`config.mk`:
```
export PLATFORM = sky130hd
export DESIGN_NAME = mem_arbiter
export DESIGN_NICKNAME = d
export VERILOG_FILES = /design/src/rtl/mem_pkg.sv /design/src/rtl/mem_size_unit.sv /design/src/rtl/mem_arbiter.sv
export SDC_FILE = /design/constraint.sdc
export NUM_CORES = 1
export LEC_CHECK = 0
export CORE_UTILIZATION = 40
export CTS_BUF_LIST = sky130_fd_sc_hd__clkbuf_4 sky130_fd_sc_hd__clkbuf_8
export DETAILED_ROUTE_END_ITERATION = 10
export GPL_ROUTABILITY_DRIVEN = 0
export PLACE_DENSITY = 0.8
export SLEW_MARGIN = 20
export SYNTH_ARGS = -nofsm -noshare
export SYNTH_HDL_FRONTEND = slang
export SYNTH_SLANG_ARGS = --single-unit
```
`constraint.sdc`:
```
create_clock -name clk -period 5.1 [get_ports clk]
set_clock_uncertainty 0.2 [all_clocks]
set_input_delay 1.02 -clock clk [delete_from_list [all_inputs] [get_ports clk]]
set_output_delay 1.02 -clock clk [all_outputs]
set_load 0.005 [all_outputs]
```
`src/rtl/mem_pkg.sv`:
```
// Shared definitions for the RAM arbiter and its size/merge helper.
package mem_pkg;

    // Access size encodings; 2'b11 is handled as a word access.
    localparam logic [1:0] SIZE_BYTE = 2'b00;
    localparam logic [1:0] SIZE_HALF = 2'b01;
    localparam logic [1:0] SIZE_WORD = 2'b10;

    // Two requesters, so a one-bit port id.
    localparam int PORT_W = 1;
    typedef logic [PORT_W-1:0] port_id_t;

    // Arbiter sequencing: accept, touch the RAM, report completion.
    typedef enum logic [1:0] {
        ST_IDLE   = 2'd0,
        ST_ACCESS = 2'd1,
        ST_RESP   = 2'd2
    } arb_state_e;

endpackage

```
`src/rtl/mem_size_unit.sv`:
```
// Size-dependent store merge and load extraction for a 32-bit RAM word
// whose byte 0 sits at [7:0]. Purely combinational so the CPU's
// load/store path can reuse it.
module mem_size_unit
    import mem_pkg::*;
#(
    parameter int N = 32
) (
    input  logic [1:0]   size_i,
    input  logic [N-1:0] wdata_i,
    input  logic [N-1:0] rdata_i,
    output logic [N-1:0] wmerge_o,
    output logic [N-1:0] rextract_o
);

    // Keep bytes outside the access size from the current RAM contents;
    // zero-extend narrow loads.
    always_comb begin
        wmerge_o   = wdata_i;
        rextract_o = rdata_i;
        case (size_i)
            SIZE_BYTE: begin
                wmerge_o   = {rdata_i[N-1:8], wdata_i[7:0]};
                rextract_o = {{(N-8){1'b0}}, rdata_i[7:0]};
            end
            SIZE_HALF: begin
                wmerge_o   = {rdata_i[N-1:16], wdata_i[15:0]};
                rextract_o = {{(N-16){1'b0}}, rdata_i[15:0]};
            end
            default: begin
                wmerge_o   = wdata_i;
                rextract_o = rdata_i;
            end
        endcase
    end

endmodule

```
`src/rtl/mem_arbiter.sv`:
```
// Two-port round-robin arbiter and access sequencer for the shared RAM.
//
// Handshake: a request transfers on a cycle where req_valid_x and
// req_ready_x are both high. Ready is only ever raised in IDLE, for the
// single winning port, and is combinational from valid and state; a
// requester keeps valid and payload stable until it sees ready, and may
// drop valid beforehand without anything being captured. Completion is a
// one-cycle resp_valid_x pulse two cycles after the handshake, with no
// back-pressure. N must be 32.
module mem_arbiter
    import mem_pkg::*;
#(
    parameter int N = 32
) (
    input  logic         clk,
    input  logic         rst_n,

    input  logic         req_valid_0,
    output logic         req_ready_0,
    input  logic [N-1:0] req_addr_0,
    input  logic [N-1:0] req_wdata_0,
    input  logic         req_we_0,
    input  logic [1:0]   req_size_0,
    output logic         resp_valid_0,
    output logic [N-1:0] resp_rdata_0,

    input  logic         req_valid_1,
    output logic         req_ready_1,
    input  logic [N-1:0] req_addr_1,
    input  logic [N-1:0] req_wdata_1,
    input  logic         req_we_1,
    input  logic [1:0]   req_size_1,
    output logic         resp_valid_1,
    output logic [N-1:0] resp_rdata_1,

    output logic [N-1:0] mem_addr,
    output logic [N-1:0] mem_wdata,
    output logic         mem_we,
    input  logic [N-1:0] mem_rdata
);

    arb_state_e   state_q, state_d;
    port_id_t     last_grant_q, last_grant_d;
    port_id_t     cap_port_q, cap_port_d;
    logic [N-1:0] cap_addr_q, cap_addr_d;
    logic [N-1:0] cap_wdata_q, cap_wdata_d;
    logic         cap_we_q, cap_we_d;
    logic [1:0]   cap_size_q, cap_size_d;
    logic         mem_we_q, mem_we_d;
    logic [1:0]   resp_valid_q, resp_valid_d;
    logic [N-1:0] resp_rdata0_q, resp_rdata0_d;
    logic [N-1:0] resp_rdata1_q, resp_rdata1_d;

    port_id_t     winner;
    logic         handshake;
    logic [N-1:0] merged_word;
    logic [N-1:0] extracted_word;

    mem_size_unit #(.N(N)) u_size (
        .size_i     (cap_size_q),
        .wdata_i    (cap_wdata_q),
        .rdata_i    (mem_rdata),
        .wmerge_o   (merged_word),
        .rextract_o (extracted_word)
    );

    // Round-robin pick: a lone requester wins, a contested cycle goes to
    // the port that was not granted last.
    always_comb begin
        winner = 1'b0;
        if (req_valid_0 && req_valid_1) begin
            winner = ~last_grant_q;
        end else if (req_valid_1) begin
            winner = 1'b1;
        end
    end

    assign handshake   = (state_q == ST_IDLE) && (req_valid_0 || req_valid_1);
    assign req_ready_0 = handshake && (winner == 1'b0);
    assign req_ready_1 = handshake && (winner == 1'b1);

    // RAM port comes straight from captured/registered state; outside a
    // store access the write word is just the captured store data.
    assign mem_addr     = cap_addr_q;
    assign mem_we       = mem_we_q;
    assign mem_wdata    = mem_we_q ? merged_word : cap_wdata_q;
    assign resp_valid_0 = resp_valid_q[0];
    assign resp_valid_1 = resp_valid_q[1];
    assign resp_rdata_0 = resp_rdata0_q;
    assign resp_rdata_1 = resp_rdata1_q;

    // Next-state and next-output computation for the IDLE/ACCESS/RESP loop.
    always_comb begin
        state_d       = state_q;
        last_grant_d  = last_grant_q;
        cap_port_d    = cap_port_q;
        cap_addr_d    = cap_addr_q;
        cap_wdata_d   = cap_wdata_q;
        cap_we_d      = cap_we_q;
        cap_size_d    = cap_size_q;
        mem_we_d      = 1'b0;
        resp_valid_d  = 2'b00;
        resp_rdata0_d = resp_rdata0_q;
        resp_rdata1_d = resp_rdata1_q;
        case (state_q)
            ST_IDLE: begin
                if (handshake) begin
                    cap_port_d   = winner;
                    last_grant_d = winner;
                    if (winner == 1'b1) begin
                        cap_addr_d  = req_addr_1;
                        cap_wdata_d = req_wdata_1;
                        cap_we_d    = req_we_1;
                        cap_size_d  = req_size_1;
                        mem_we_d    = req_we_1;
                    end else begin
                        cap_addr_d  = req_addr_0;
                        cap_wdata_d = req_wdata_0;
                        cap_we_d    = req_we_0;
                        cap_size_d  = req_size_0;
                        mem_we_d    = req_we_0;
                    end
                    state_d = ST_ACCESS;
                end
            end
            ST_ACCESS: begin
                if (!cap_we_q) begin
                    if (cap_port_q == 1'b1) begin
                        resp_rdata1_d = extracted_word;
                    end else begin
                        resp_rdata0_d = extracted_word;
                    end
                end
                resp_valid_d[cap_port_q] = 1'b1;
                state_d = ST_RESP;
            end
            ST_RESP: begin
                state_d = ST_IDLE;
            end
            default: begin
                state_d = ST_IDLE;
            end
        endcase
    end

    // State register; reset drops any in-flight write and pending response.
    always_ff @(posedge clk or negedge rst_n) begin
        if (!rst_n) begin
            state_q       <= ST_IDLE;
            last_grant_q  <= 1'b1;
            cap_port_q    <= 1'b0;
            cap_addr_q    <= '0;
            cap_wdata_q   <= '0;
            cap_we_q      <= 1'b0;
            cap_size_q    <= 2'b00;
            mem_we_q      <= 1'b0;
            resp_valid_q  <= 2'b00;
            resp_rdata0_q <= '0;
            resp_rdata1_q <= '0;
        end else begin
            state_q       <= state_d;
            last_grant_q  <= last_grant_d;
            cap_port_q    <= cap_port_d;
            cap_addr_q    <= cap_addr_d;
            cap_wdata_q   <= cap_wdata_d;
            cap_we_q      <= cap_we_d;
            cap_size_q    <= cap_size_d;
            mem_we_q      <= mem_we_d;
            resp_valid_q  <= resp_valid_d;
            resp_rdata0_q <= resp_rdata0_d;
            resp_rdata1_q <= resp_rdata1_d;
        end
    end

endmodule

```
==> flow_metrics.py <==
metrics = {
    "floorplanning": {
        "die_area_um2": 15200,
        "coreArea_um2": 14500,
        "die_y_um": 123,
        "start_util": 0.407,
        "die_x_um": 123,
        "io-pin-count": 303,
        "rows": 44,
    },
    "global_route": {
        "grt_pass1_vias": 5314,
        "grt_max_degree": 110,
        "antenna_found_initial": 2,
        "grt_use_total": 0.245,
        "gr-total-overflow": 0,
        "grt_pass1_wl_um": 27700,
    },
    "power_and_ir_drop": {
        "cellLeakagePower_nw": 4.21,
        "p_per_area_nw_per_um2": 575,
        "ir_drop_uv": 296,
        "intPower_w": 0.00368,
        "pwr-share-comb": 0.457,
        "switching_share": 0.319,
        "switching_power_w": 0.00173,
        "pwr-share-clk": 0.184,
        "pwr-share-seq": 0.359,
    },
    "synthesis": {
        "syn-cell-area_um2": 5900,
        "ys_ff_latch": 138,
        "synthCells": 505,
        "ys.warnings.count": 0,
        "synth.avg_cell_area_um2": 11.7,
        "yosys.cell_types.count": 25,
        "synth_area_leaders": "dfrtp_1, a221o_1, mux2_2",
        "yosysTopAreaCellShare": 0.581,
        "syn-num-nets": 675,
        "synth_top_cell_by_area": "dfrtp_1",
        "ys_seq_area_frac": 0.586,
    },
    "sta": {
        "period_share": 0.809,
        "drv_slew": 0,
        "timing.final.crit_period_ps": 4120,
        "worst_pin_slew_ps": 983,
        "relSlewSlack": 0.345,
        "fin_setup_tns_ps": 0,
        "setup_viol": 0,
        "rsz0062_at_grt": "no",
        "max_freq_mhz": 242,
        "hold_viol": 0,
    },
    "routing": {
        "routed_wirelength_um": 18500,
        "wl_met3_um": 1360,
        "routedWlPerCell_um": 19.0,
        "viasPerCell": 5.39,
        "drt-met1-wl_um": 7280,
        "routed.top_layer": "met5",
        "drtAntennaViolNets": 0,
        "vias": 5258,
        "routed-wl-met2_um": 9220,
        "drtPass1Iterations": 4,
        "drt_iter0_markers": 308,
        "drc_errors": 0,
    },
    "setup_path": {
        "cp.arrival_ps": 2900,
        "r2r_slack_ps": 2790,
        "cp-end-kind": "output port",
        "timing.rr.end": "cap_wdata_q[5]$_DFFE_PN0P_",
        "critPathKind": "flop to output port",
        "start_kind": "flop",
        "cp.required_ps": 3880,
        "r2r_start": "state_q[0]$_DFFE_PN0P_",
        "ff2ff_path_depth": 5,
        "endpoint": "mem_wdata[22]",
        "cp_max_fo": 19,
        "startpoint": "cap_size_q[1]$_DFFE_PN0P_",
    },
    "clocking": {
        "cts.htree.levels": 4,
        "cts_buffers": 17,
        "ctsHoldBuffers": 0,
        "clk_path_buf_depth": 2,
        "clkSlewWorstSetupHoldPaths_ps": 80,
        "post_cts_buffers": 0,
        "cts_resized": 0,
        "cts_tree": "built",
        "cts_sinks": 138,
        "cts_root_buf": "clkbuf_8",
        "insertion_delay_ps": 450,
    },
    "outcome": {
        "status": "finished, final reports clean",
    },
    "min_path": {
        "hp-class": "flop to flop",
    },
    "finish": {
        "multi_input_area_um2": 2210,
        "final_cells": 975,
        "finalNetCount": 948,
        "regArea_um2": 3450,
        "fill_cells": 1106,
        "area_growth_pct": 59.6,
        "drive_above_1_share": 0.109,
        "n_antenna_cell": 0,
    },
    "placed_design": {
        "hpwlAfterDp_um": 13100,
        "portBuffers": 302,
        "dpl.cell_count": 943,
    },
    "run": {
        "cap_violations": 0,
    },
}
[per-layer routing]
metal	GRT usage	vias up
li1	-	2403
met1	0.289	2565
met2	0.406	233
met3	0.0701	53
met4	0.125	4
met5	0	-
[Yosys cell counts, drive strengths merged]
library cell and n:
nor2 2, and3 68, buf 30, or2 1, nand2 72, and2 2, a21o 3, inv 2
nand2b 2, mux2 40, or4b 1, a221o 67, dfrtp 137, nand4bb 1, o21ai 49, nor2b 2
a21boi 1, dfstp 1, clkbuf 24
[sequential cells by signal (all words and copies together), names as in the netlist]
| name | cells |
|---|---|
| cap_size_q | 2 |
| cap_port_q | 1 |
| cap_we_q | 1 |
| mem_we | 1 |
| resp_valid_q | 2 |
| resp_rdata_0 | 32 |
| mem_addr | 32 |
| state_q | 2 |
| cap_wdata_q | 32 |
| resp_rdata_1 | 32 |
| last_grant_q | 1 |
[logic make-up (layout without fill, tap and decap cells)]
kind of cell | Yosys count | count (layout) | synth area share
AOI/OAI and AO/OA | 120 | 120 | 0.160
muxes | 40 | 40 | 0.0764
and+or+nand+nor | 151 | 151 | 0.131
DFF | 138 | 138 | 0.586
buffers and inverters | 56 | 342 | 0.0467
[cell type report]
type	instances	share of cell area
inverters	2	0.000798
flip-flops and latches	138	0.367
clock inverters	11	0.0177
clock buffers	21	0.0294
multi-input cells	311	0.235
repair buffers	308	0.326
well taps	184	0.0245
[critical path: stages, from the launching register on]
cell	delay, ps
dfrtp_1	780
nand2b_1	770
mux2_2	420
clkdlybuf4s50_1	480
[worst min-delay path by stage]
stage,from,end,slack (ps),depth (start not counted)
after global placement,resp_rdata_1[8]$_DFFE_PN0P_,resp_rdata_1[8]$_DFFE_PN0P_,260,2
after global routing,resp_rdata_1[25]$_DFFE_PN0P_,resp_rdata_1[25]$_DFFE_PN0P_,300,2
after detailed placement,resp_rdata_1[25]$_DFFE_PN0P_,resp_rdata_1[25]$_DFFE_PN0P_,270,2
after CTS,resp_rdata_0[15]$_DFFE_PN0P_,resp_rdata_0[15]$_DFFE_PN0P_,290,2
final,resp_rdata_1[30]$_DFFE_PN0P_,resp_rdata_1[30]$_DFFE_PN0P_,280,2
after floorplan,state_q[1]$_DFFE_PN0P_,state_q[1]$_DFFE_PN0P_,250,1
[through the flow]
| stage | util | cell area (µm²) | setup WS [ps] | hold WS [ps] | power, W |
|---|---|---|---|---|---|
| after detailed placement | 0.619 | 8960 | 1370 | 269 | 0.00444 |
| after global placement | 0.619 | 8960 | 1420 | 261 | 0.00435 |
| final | 0.650 | 9410 | 976 | 281 | 0.00541 |
| after floorplan | - | 5900 | 1960 | 249 | 0.00303 |
| after CTS | 0.650 | 9410 | 945 | 286 | 0.00545 |
| after global routing | 0.650 | 9410 | 844 | 299 | 0.00574 |
[cells in the final DEF (no fill, tap or decap), types with 4 or more instances in the layout]
cell type and instances:
a221o_1 67, and3_1 67, buf_4 6, bufinv_16 4, clkbuf_8 19, clkdlybuf4s50_1 301
clkinv_2 4, dfrtp_1 137, mux2_2 38, nand2_1 72, o21ai_0 47
[power groups by stage]
stage | logic (W) | registers (W) | clock network, W
after CTS | 0.00249 | 0.00194 | 0.00102
after detailed placement | 0.00248 | 0.00195 | 0
after global routing | 0.00268 | 0.00200 | 0.00106
final | 0.00247 | 0.00194 | 0.000996
after global placement | 0.00241 | 0.00194 | 0
after floorplan | 0.00115 | 0.00188 | 0
Power figures use the tool's default switching activity.
